==> src/rtl/dvv_hw_pkg.sv <==
// Shared constants and types for the dvv hardware socket path.
package dvv_hw_pkg;

  localparam int unsigned DVV_DW    = 32;
  localparam int unsigned DVV_DEPTH = 8;

  typedef logic [DVV_DW-1:0] dvv_word_t;

  typedef struct packed {
    logic ovf;
    logic udf;
  } dvv_fifo_err_t;

endpackage

==> src/rtl/dvv_sock_fifo_mem.sv <==
// DEPTH x DW register array: one synchronous write port, one asynchronous read port.
module dvv_sock_fifo_mem #(
  parameter int unsigned DW    = 32,
  parameter int unsigned DEPTH = 8,
  parameter int unsigned AW    = $clog2(DEPTH)
) (
  input  logic          clk,
  input  logic          we,
  input  logic [AW-1:0] waddr,
  input  logic [DW-1:0] wdata,
  input  logic [AW-1:0] raddr,
  output logic [DW-1:0] rdata
);

  logic [DW-1:0] mem_q [DEPTH];

  // Storage is intentionally not reset; validity is tracked by the pointers.
  always_ff @(posedge clk) begin
    if (we) begin
      mem_q[waddr] <= wdata;
    end
  end

  assign rdata = mem_q[raddr];

endmodule

==> src/rtl/dvv_sock_fifo.sv <==
// FWFT transaction buffer between the dvv socket producer and the DUT pin driver.
// Optional statistics outputs are enabled by defining DVV_SOCK_FIFO_STAT_EN.
module dvv_sock_fifo
  import dvv_hw_pkg::*;
#(
  parameter int unsigned DW    = DVV_DW,
  parameter int unsigned DEPTH = DVV_DEPTH,
  parameter int unsigned AW    = $clog2(DEPTH)
) (
  input  logic          clk,
  input  logic          rst,
  input  logic          flush,
  input  logic [DW-1:0] wr_data,
  input  logic          wr_valid,
  output logic          wr_ready,
  output logic [DW-1:0] rd_data,
  output logic          rd_valid,
  input  logic          rd_ready,
  output logic [AW:0]   count,
  output logic          ovf_err,
  output logic          udf_err
`ifdef DVV_SOCK_FIFO_STAT_EN
  ,
  output logic [31:0]   stat_push,
  output logic [31:0]   stat_pop,
  output logic [AW:0]   stat_max
`endif
);

  localparam logic [AW:0] PTR_ONE = (AW+1)'(1);

  logic [AW:0]   wr_ptr_q, wr_ptr_d;
  logic [AW:0]   rd_ptr_q, rd_ptr_d;
  dvv_fifo_err_t err_q, err_d;
  logic          full, empty, push, pop;

`ifdef DVV_SOCK_FIFO_STAT_EN
  logic [31:0]   stat_push_q, stat_push_d;
  logic [31:0]   stat_pop_q, stat_pop_d;
  logic [AW:0]   stat_max_q, stat_max_d;
`endif

  assign full  = (wr_ptr_q[AW] != rd_ptr_q[AW]) &&
                 (wr_ptr_q[AW-1:0] == rd_ptr_q[AW-1:0]);
  assign empty = (wr_ptr_q == rd_ptr_q);
  assign push  = wr_valid & ~full;
  assign pop   = rd_ready & ~empty;

  assign wr_ready = ~full;
  assign rd_valid = ~empty;
  assign count    = wr_ptr_q - rd_ptr_q;
  assign ovf_err  = err_q.ovf;
  assign udf_err  = err_q.udf;

  always_comb begin
    wr_ptr_d = wr_ptr_q;
    rd_ptr_d = rd_ptr_q;
    err_d    = err_q;
`ifdef DVV_SOCK_FIFO_STAT_EN
    stat_push_d = stat_push_q;
    stat_pop_d  = stat_pop_q;
    stat_max_d  = (count > stat_max_q) ? count : stat_max_q;
`endif
    if (flush) begin
      wr_ptr_d = '0;
      rd_ptr_d = '0;
      err_d    = '0;
`ifdef DVV_SOCK_FIFO_STAT_EN
      stat_push_d = '0;
      stat_pop_d  = '0;
      stat_max_d  = '0;
`endif
    end else begin
      if (push) wr_ptr_d = wr_ptr_q + PTR_ONE;
      if (pop)  rd_ptr_d = rd_ptr_q + PTR_ONE;
      err_d.ovf = err_q.ovf | (wr_valid & full);
      err_d.udf = err_q.udf | (rd_ready & empty);
`ifdef DVV_SOCK_FIFO_STAT_EN
      if (push) stat_push_d = stat_push_q + 32'd1;
      if (pop)  stat_pop_d  = stat_pop_q + 32'd1;
`endif
    end
  end

  always_ff @(posedge clk or posedge rst) begin
    if (rst) begin
      wr_ptr_q <= '0;
      rd_ptr_q <= '0;
      err_q    <= '0;
`ifdef DVV_SOCK_FIFO_STAT_EN
      stat_push_q <= '0;
      stat_pop_q  <= '0;
      stat_max_q  <= '0;
`endif
    end else begin
      wr_ptr_q <= wr_ptr_d;
      rd_ptr_q <= rd_ptr_d;
      err_q    <= err_d;
`ifdef DVV_SOCK_FIFO_STAT_EN
      stat_push_q <= stat_push_d;
      stat_pop_q  <= stat_pop_d;
      stat_max_q  <= stat_max_d;
`endif
    end
  end

`ifdef DVV_SOCK_FIFO_STAT_EN
  assign stat_push = stat_push_q;
  assign stat_pop  = stat_pop_q;
  assign stat_max  = stat_max_q;
`endif

  dvv_sock_fifo_mem #(
    .DW    (DW),
    .DEPTH (DEPTH),
    .AW    (AW)
  ) u_mem (
    .clk   (clk),
    .we    (push & ~flush),
    .waddr (wr_ptr_q[AW-1:0]),
    .wdata (wr_data),
    .raddr (rd_ptr_q[AW-1:0]),
    .rdata (rd_data)
  );

endmodule
==> config.mk <==
export PLATFORM = sky130hd
export DESIGN_NAME = dvv_sock_fifo
export DESIGN_NICKNAME = d
export VERILOG_FILES = /design/src/rtl/dvv_hw_pkg.sv /design/src/rtl/dvv_sock_fifo_mem.sv /design/src/rtl/dvv_sock_fifo.sv
export SDC_FILE = /design/constraint.sdc
export NUM_CORES = 1
export LEC_CHECK = 0
export CAP_MARGIN = 40
export CORE_MARGIN = 2
export CORE_UTILIZATION = 45
export CTS_CLUSTER_DIAMETER = 100
export CTS_CLUSTER_SIZE = 30
export DETAILED_ROUTE_END_ITERATION = 10
export PLACE_DENSITY = 0.63
export REMOVE_ABC_BUFFERS = 1
export SLEW_MARGIN = 15
export SYNTH_ARGS = -nofsm -noshare
export SYNTH_HDL_FRONTEND = slang
export SYNTH_SLANG_ARGS = --single-unit
==> constraint.sdc <==
create_clock -name clk -period 4.3 [get_ports clk]
set_input_delay 0.86 -clock clk [delete_from_list [all_inputs] [get_ports clk]]
set_output_delay 0.86 -clock clk [all_outputs]
set_load 0.005 [all_outputs]
==> summary.md, run 1 <==
| Metric | Value |
|---|---|
| Status | finished clean |
| # hold bufs at CTS | 0 |
| DRC viols | 0 |
| Mapped Cells | 516 |
| Clk_skew | 17.5 ps |
| Final WL | 19.2 mm |
| Cell area power density | 426 mW/mm^2 |
| Final Hold Vio Count | 0 |
| Synth Register Bits | 266 |
| Die height | 155 um |
| Synthesized cell area | 0.0103 mm^2 |
| Fin crit share | 0.853 |
| Dpl hpwl | 11.1 mm |
| Root Driver | clkbuf_16 |
| Setup CP Type | flop to primary output |
| Max-cap violations | 0 |
| TritonCTS clock tree | built |
| Clk_lat worst skew | 480 ps |
| Vias in the first global route | 5069 |
| Max clock buf depth | 3 |
| Cell Area, Placed | 0.0116 mm^2 |
| Pin count of the biggest net entering global routing | 61 |
| TNS Setup | 0 ps |
| Clock sink count | 266 |
| Initial Util | 0.456 |
| Cell variety after synth | 29 |
| Adder-Cell Fraction of Synth Area | 0.00803 |
| Post-synthesis mux area share | 0.141 |
| LEAKAGE | 3.82 nW |
| RR Endpoint | u_mem.mem_q[4][16] |
| Comb power frac | 0.161 |
| Critical path data arrival time | 2810 ps |
| Sw frac | 0.215 |
| Most common cell after layout, fill and taps aside | edfxtp_1 |
| Sequential power share | 0.578 |
| Hold Crit Class | flop to flop |
| Worst Hold Slack | 517 ps |
| Reg-to-reg slack, setup | 1320 ps |
| DIE WIDTH | 155 um |
| Clock Power Share | 0.261 |
| Core box area | 0.0226 mm^2 |
| Drt wl/cell | 21.6 um |
| Port Buf Inserts | 76 |
| Worst-Margin Slew | 643 ps |
| Layout cells sized above 1 | 0.179 |
| Commonest non-fill, non-tap cells in the layout | edfxtp_1, nand2_1, clkdlybuf4s50_1, mux4_2, clkbuf_16 |
| Final Max Tran Viols | 0 |
| Die Area | 0.0241 mm^2 |
| XOR/XNOR Fraction of Synth Area | 0.00925 |
| Design Power | 5.09 mW |
| Setup crit end | rd_data[11] |
| Final nets | 641 |
| Cells resized by post-CTS repair | 0 |
| Max-slew headroom | 0.570 |
| Number of top-level pins | 77 |
| Crit path from | rd_ptr_q[0] |
| Post-synthesis compound-gate area fraction | 0.00669 |
| Grt total ovfl | 0 |
| CTS clock-pin slew for the worst setup and hold paths | 110 ps |
| Fmax | 273 MHz |
| Simple-gate portion of the synthesized area | 0.0489 |
| Tmin final | 3670 ps |
| H-tree levels | 1 |
| Critical path endpoint category | primary output |
| ANT nets after route | 0 |
| Num rows | 55 |
| Post-synthesis sequential area ratio | 0.772 |
| DR iter-0 viols | 368 |
| Reg-to-Reg Start | rd_ptr_q[0] |
| Largest family of logic cells by synthesized area | multiplexers |
| Peak supply drop | 0.231 mV |
| Antenna violations before repair | 0 |
| Number of setup buffers added after CTS | 0 |
| DRT Pass-1 Iters | 5 |
| Switch Pwr | 1.09 mW |
| Internal Power | 3.99 mW |
| Synth-to-layout area growth | 16.1% |
| Avg Inst Size Synth | 19.9 um^2 |
| WP data required | 3440 ps |
| Yosys warns | 0 |
| N_diodes | 0 |
| Gpl congestion | 0.755 |
| Via-to-Cell Ratio | 5.45 |
| CP Launch Type | flop |
| First-pass GRT wire length | 29.8 mm |
| CTS Buf Count | 12 |
| RSZ-0062 raised after global routing | false |
| Count of final setup violators | 0 |
| GRT Total Usage | 0.163 |
| Post-route design area | 0.0119 mm^2 |
| Total number of vias | 4833 |
| Crit Path Max Fanout | 29 |
| Worst R2R Path Depth | 6 |
## stage by stage
step	setup slack, ps	utilization	std cells
after CTS	554	0.529	887
after global routing	433	0.529	887
after global placement	1100	0.512	869
final	631	0.529	887
after detailed placement	1090	0.512	869
after floorplan	-2090	-	492
## cells in the mapped netlist
master	count	share of area
or3_4	2	0.0022
mux2i_1	1	0.00097
inv_1	7	0.0026
nor2_1	15	0.0055
xor2_1	3	0.0026
buf_1	5	0.0018
buf_2	6	0.0029
clkinv_1	1	0.00036
o21ai_2	1	0.00085
fa_1	1	0.0019
xnor2_1	6	0.0051
mux4_2	64	0.14
nor3_1	2	0.00097
ha_1	5	0.0061
edfxtp_1	256	0.75
a31oi_1	2	0.0012
a21o_1	1	0.00073
o21ai_0	1	0.00049
clkbuf_1	8	0.0029
o211ai_1	2	0.0015
xnor2_2	1	0.0016
buf_4	5	0.0037
nand2b_1	1	0.00061
nand4_1	2	0.0012
a21oi_1	4	0.0019
and3_1	1	0.00061
nand2_1	101	0.037
dfrtp_1	10	0.024
nand3_1	2	0.00097
## cell families (layout without fill, tap and decap cells)
| family | after synthesis | after routing |
|---|---|---|
| muxes | 65 | 65 |
| buffers and inverters | 32 | 118 |
| and+or+nand+nor | 126 | 126 |
| adders and majority gates | 6 | 6 |
| AOI/OAI and AO/OA | 11 | 11 |
| xor gates and xnor gates | 10 | 10 |
| DFF | 266 | 266 |
## power groups by stage
stage,clock [mW],combinational (mW),sequential (mW)
2_1_floorplan,0,0.436,3.04
3_3_place_gp,0,0.822,3.00
3_5_place_dp,0,0.829,3.00
4_1_cts,1.36,0.834,2.94
5_1_grt,1.44,0.893,2.95
6_report,1.33,0.818,2.94
## state kept, by name, summed over array words and instances (netlist names)
name / count
ovf_err: 1
rd_ptr_q: 4
u_mem.mem_q: 256
udf_err: 1
wr_ptr_q: 4
## critical path, cell delays in order (launching register included)
cell and delay, ps:
dfrtp_4 820, buf_4 350, mux4_2 520, nand2_1 90
nand2_1 80, clkdlybuf4s50_1 460
## worst min-delay path by stage
| stage | from | slack (ps) | depth (start not counted) | endpoint |
|---|---|---|---|---|
| CTS | ovf_err | 530 | 2 | ovf_err |
| finish | ovf_err | 520 | 2 | ovf_err |
| detailed placement | ovf_err | 490 | 2 | ovf_err |
| floorplan | ovf_err | 490 | 2 | ovf_err |
| global placement | ovf_err | 490 | 2 | ovf_err |
| global route | ovf_err | 580 | 2 | ovf_err |
## layout make-up
| class | count | area, um^2 |
|---|---|---|
| fill | 1763 | 10600 |
| clock inverter | 1 | 30.0 |
| timing repair buffer | 92 | 981 |
| tap | 285 | 357 |
| sequential | 266 | 7940 |
| inverter | 8 | 30.0 |
| clock buffer | 17 | 340 |
| multi-input combinational | 218 | 2260 |
## layer usage
layer	track usage	routed length, um	part of all wire	up-vias
li1	-	-	-	2179
met5	0	0	0	-
met2	0.273	9630	0.50	124
met4	0.0315	227	0.012	0
met3	0.0212	885	0.046	19
met1	0.237	8420	0.44	2511
No activity file was read; power rests on OpenSTA's default activity.
==> inputs of run 2 (changes only) <==
- CORE_MARGIN: 2 -> default
- HOLD_SLACK_MARGIN: default -> 0.15
- SLEW_MARGIN: 15 -> default
==> run 2 against run 1 <==
Against the previous run: clock power about the same; critical path depth unchanged; sequential cell count unchanged; final area down 0.51%; largest cell class unchanged.
==> summary.md, run 2 (synthesized netlist as in run 1, its figures left out) <==
| Metric | Value |
|---|---|
| Biggest register | u_mem.mem_q |
| Drt wl/cell | 22.3 um |
| # hold bufs at CTS | 0 |
| Count of final setup violators | 0 |
| Crit path from | rd_ptr_q[1] |
| ANT nets after route | 0 |
| Num rows | 54 |
| CTS clock-pin slew for the worst setup and hold paths | 110 ps |
| Most common cell after layout, fill and taps aside | edfxtp_1 |
| Total number of vias | 4895 |
| Final WL | 19.7 mm |
| Status | finished clean |
| Die height | 153 um |
| Clock Power Share | 0.257 |
| Number of setup buffers added after CTS | 0 |
| Antenna violations before repair | 1 |
| Layout cells sized above 1 | 0.183 |
| LEAKAGE | 3.80 nW |
| Number of fill cells | 1698 |
| WP data required | 3440 ps |
| Fin crit share | 0.879 |
| Cells resized by post-CTS repair | 0 |
| Switch Pwr | 1.13 mW |
| Synth-to-layout area growth | 15.5% |
| Die Area | 0.0235 mm^2 |
| RSZ-0062 raised after global routing | false |
| Root Driver | clkbuf_16 |
| Max clock buf depth | 3 |
| Worst Hold Slack | 531 ps |
| N_diodes | 0 |
| Hold wc startpoint | udf_err |
| Number of top-level pins | 77 |
| Setup CP Type | flop to primary output |
| Max FFs per register | 256 |
| Pin count of the biggest net entering global routing | 37 |
| Grt total ovfl | 0 |
| Reg-to-Reg Start | rd_ptr_q[1] |
| Final Max Tran Viols | 0 |
| CP Launch Type | flop |
| Cell area power density | 425 mW/mm^2 |
| Gpl congestion | 0.736 |
| Initial Util | 0.466 |
| Max-cap violations | 0 |
| Port Buf Inserts | 76 |
| Fmax | 265 MHz |
| Sequential power share | 0.577 |
| CTS Buf Count | 12 |
| DRT Pass-1 Iters | 4 |
| Max-slew headroom | 0.529 |
| DRC viols | 0 |
| Peak supply drop | 0.226 mV |
| Critical path data arrival time | 2920 ps |
| First-pass GRT wire length | 31.4 mm |
| Vias in the first global route | 5309 |
| Critical path endpoint category | primary output |
| Fin util | 0.537 |
| Final nets | 642 |
| Hold Crit Class | flop to flop |
| TritonCTS clock tree | built |
| Tmin final | 3780 ps |
| Design Power | 5.05 mW |
| Internal Power | 3.92 mW |
| Clk_skew | 15.7 ps |
| Worst-Margin Slew | 707 ps |
| Final Hold Vio Count | 0 |
| Clk_lat worst skew | 490 ps |
| DR iter-0 viols | 408 |
| Dpl hpwl | 11.4 mm |
| Sw frac | 0.223 |
| H-tree levels | 1 |
| Crit Path Max Fanout | 36 |
| Commonest non-fill, non-tap cells in the layout | edfxtp_1, nand2_1, clkdlybuf4s50_1, mux4_2, clkbuf_16 |
| DIE WIDTH | 153 um |
| Largest regs | u_mem.mem_q (256), rd_ptr_q (4), wr_ptr_q (4) |
| GRT Total Usage | 0.177 |
| Comb power frac | 0.167 |
| Core box area | 0.0221 mm^2 |
| TNS Setup | 0 ps |
| Clock sink count | 266 |
| Via-to-Cell Ratio | 5.55 |
[run 2: cell count changes in the layout (fill, tap and decap cells not counted)]
cell,previous run,this run
dfrtp_4,1,2
buf_12,8,5
dfrtp_1,8,7
clkinv_2,0,1
clkbuf_1,4,3
buf_4,8,12
bufinv_16,1,0
[run 2: power by group through the flow]
stage                     clock network, mW  logic, mW  registers [mW]
after floorplan                           0      0.436            3.04
after global placement                    0      0.848            2.97
after detailed placement                  0      0.858            2.97
after CTS                              1.33      0.864            2.91
after global routing                   1.41      0.922            2.92
final                                  1.30      0.841            2.91
[run 2: per-layer routing]
layer / global-route usage / up-vias / part of all wire
li1: - / 2179 / -
met1: 0.257 / 2541 / 0.45
met2: 0.285 / 145 / 0.48
met3: 0.0286 / 28 / 0.055
met4: 0.0356 / 2 / 0.018
met5: 0 / - / 0.00066
[run 2: final timing paths]
kind                                      end  slack (ps)  cells past startpoint
max in group asynchronous         rd_ptr_q[1]        3350                      2
setup reg to reg           u_mem.mem_q[3][24]        1260                      7
hold reg to reg                       udf_err         530                      2
hold / removal                        udf_err         530                      2
min in group asynchronous         wr_ptr_q[3]         640                      2
setup / recovery                   rd_data[2]         520                      5
[run 2: metrics by stage]
| step | cell area (um^2) | setup WS [ps] | cells |
|---|---|---|---|
| 3_5_place_dp | 11500 | 1010 | 865 |
| 2_1_floorplan | 10200 | -2090 | 492 |
| 3_3_place_gp | 11500 | 1050 | 865 |
| 5_1_grt | 11900 | 377 | 882 |
| 4_1_cts | 11900 | 453 | 882 |
| 6_report | 11900 | 520 | 882 |
[run 2: cell type report]
class                   count  area, um^2  share of cell area
flip-flops and latches    266        7950               0.669
multi-input cells         218        2260               0.190
repair buffers             93         951              0.0801
well taps                 280         350              0.0295
clock buffers              16         337              0.0283
inverters                   8        30.0             0.00253
clock inverters             1        5.00            0.000421
[run 2: worst max-delay path: stages, from the launching register on]
cell and delay [ps]:
dfrtp_4 800, buf_4 540, mux4_2 390, nand2_1 100, nand2_1 110, clkdlybuf4s50_1 470
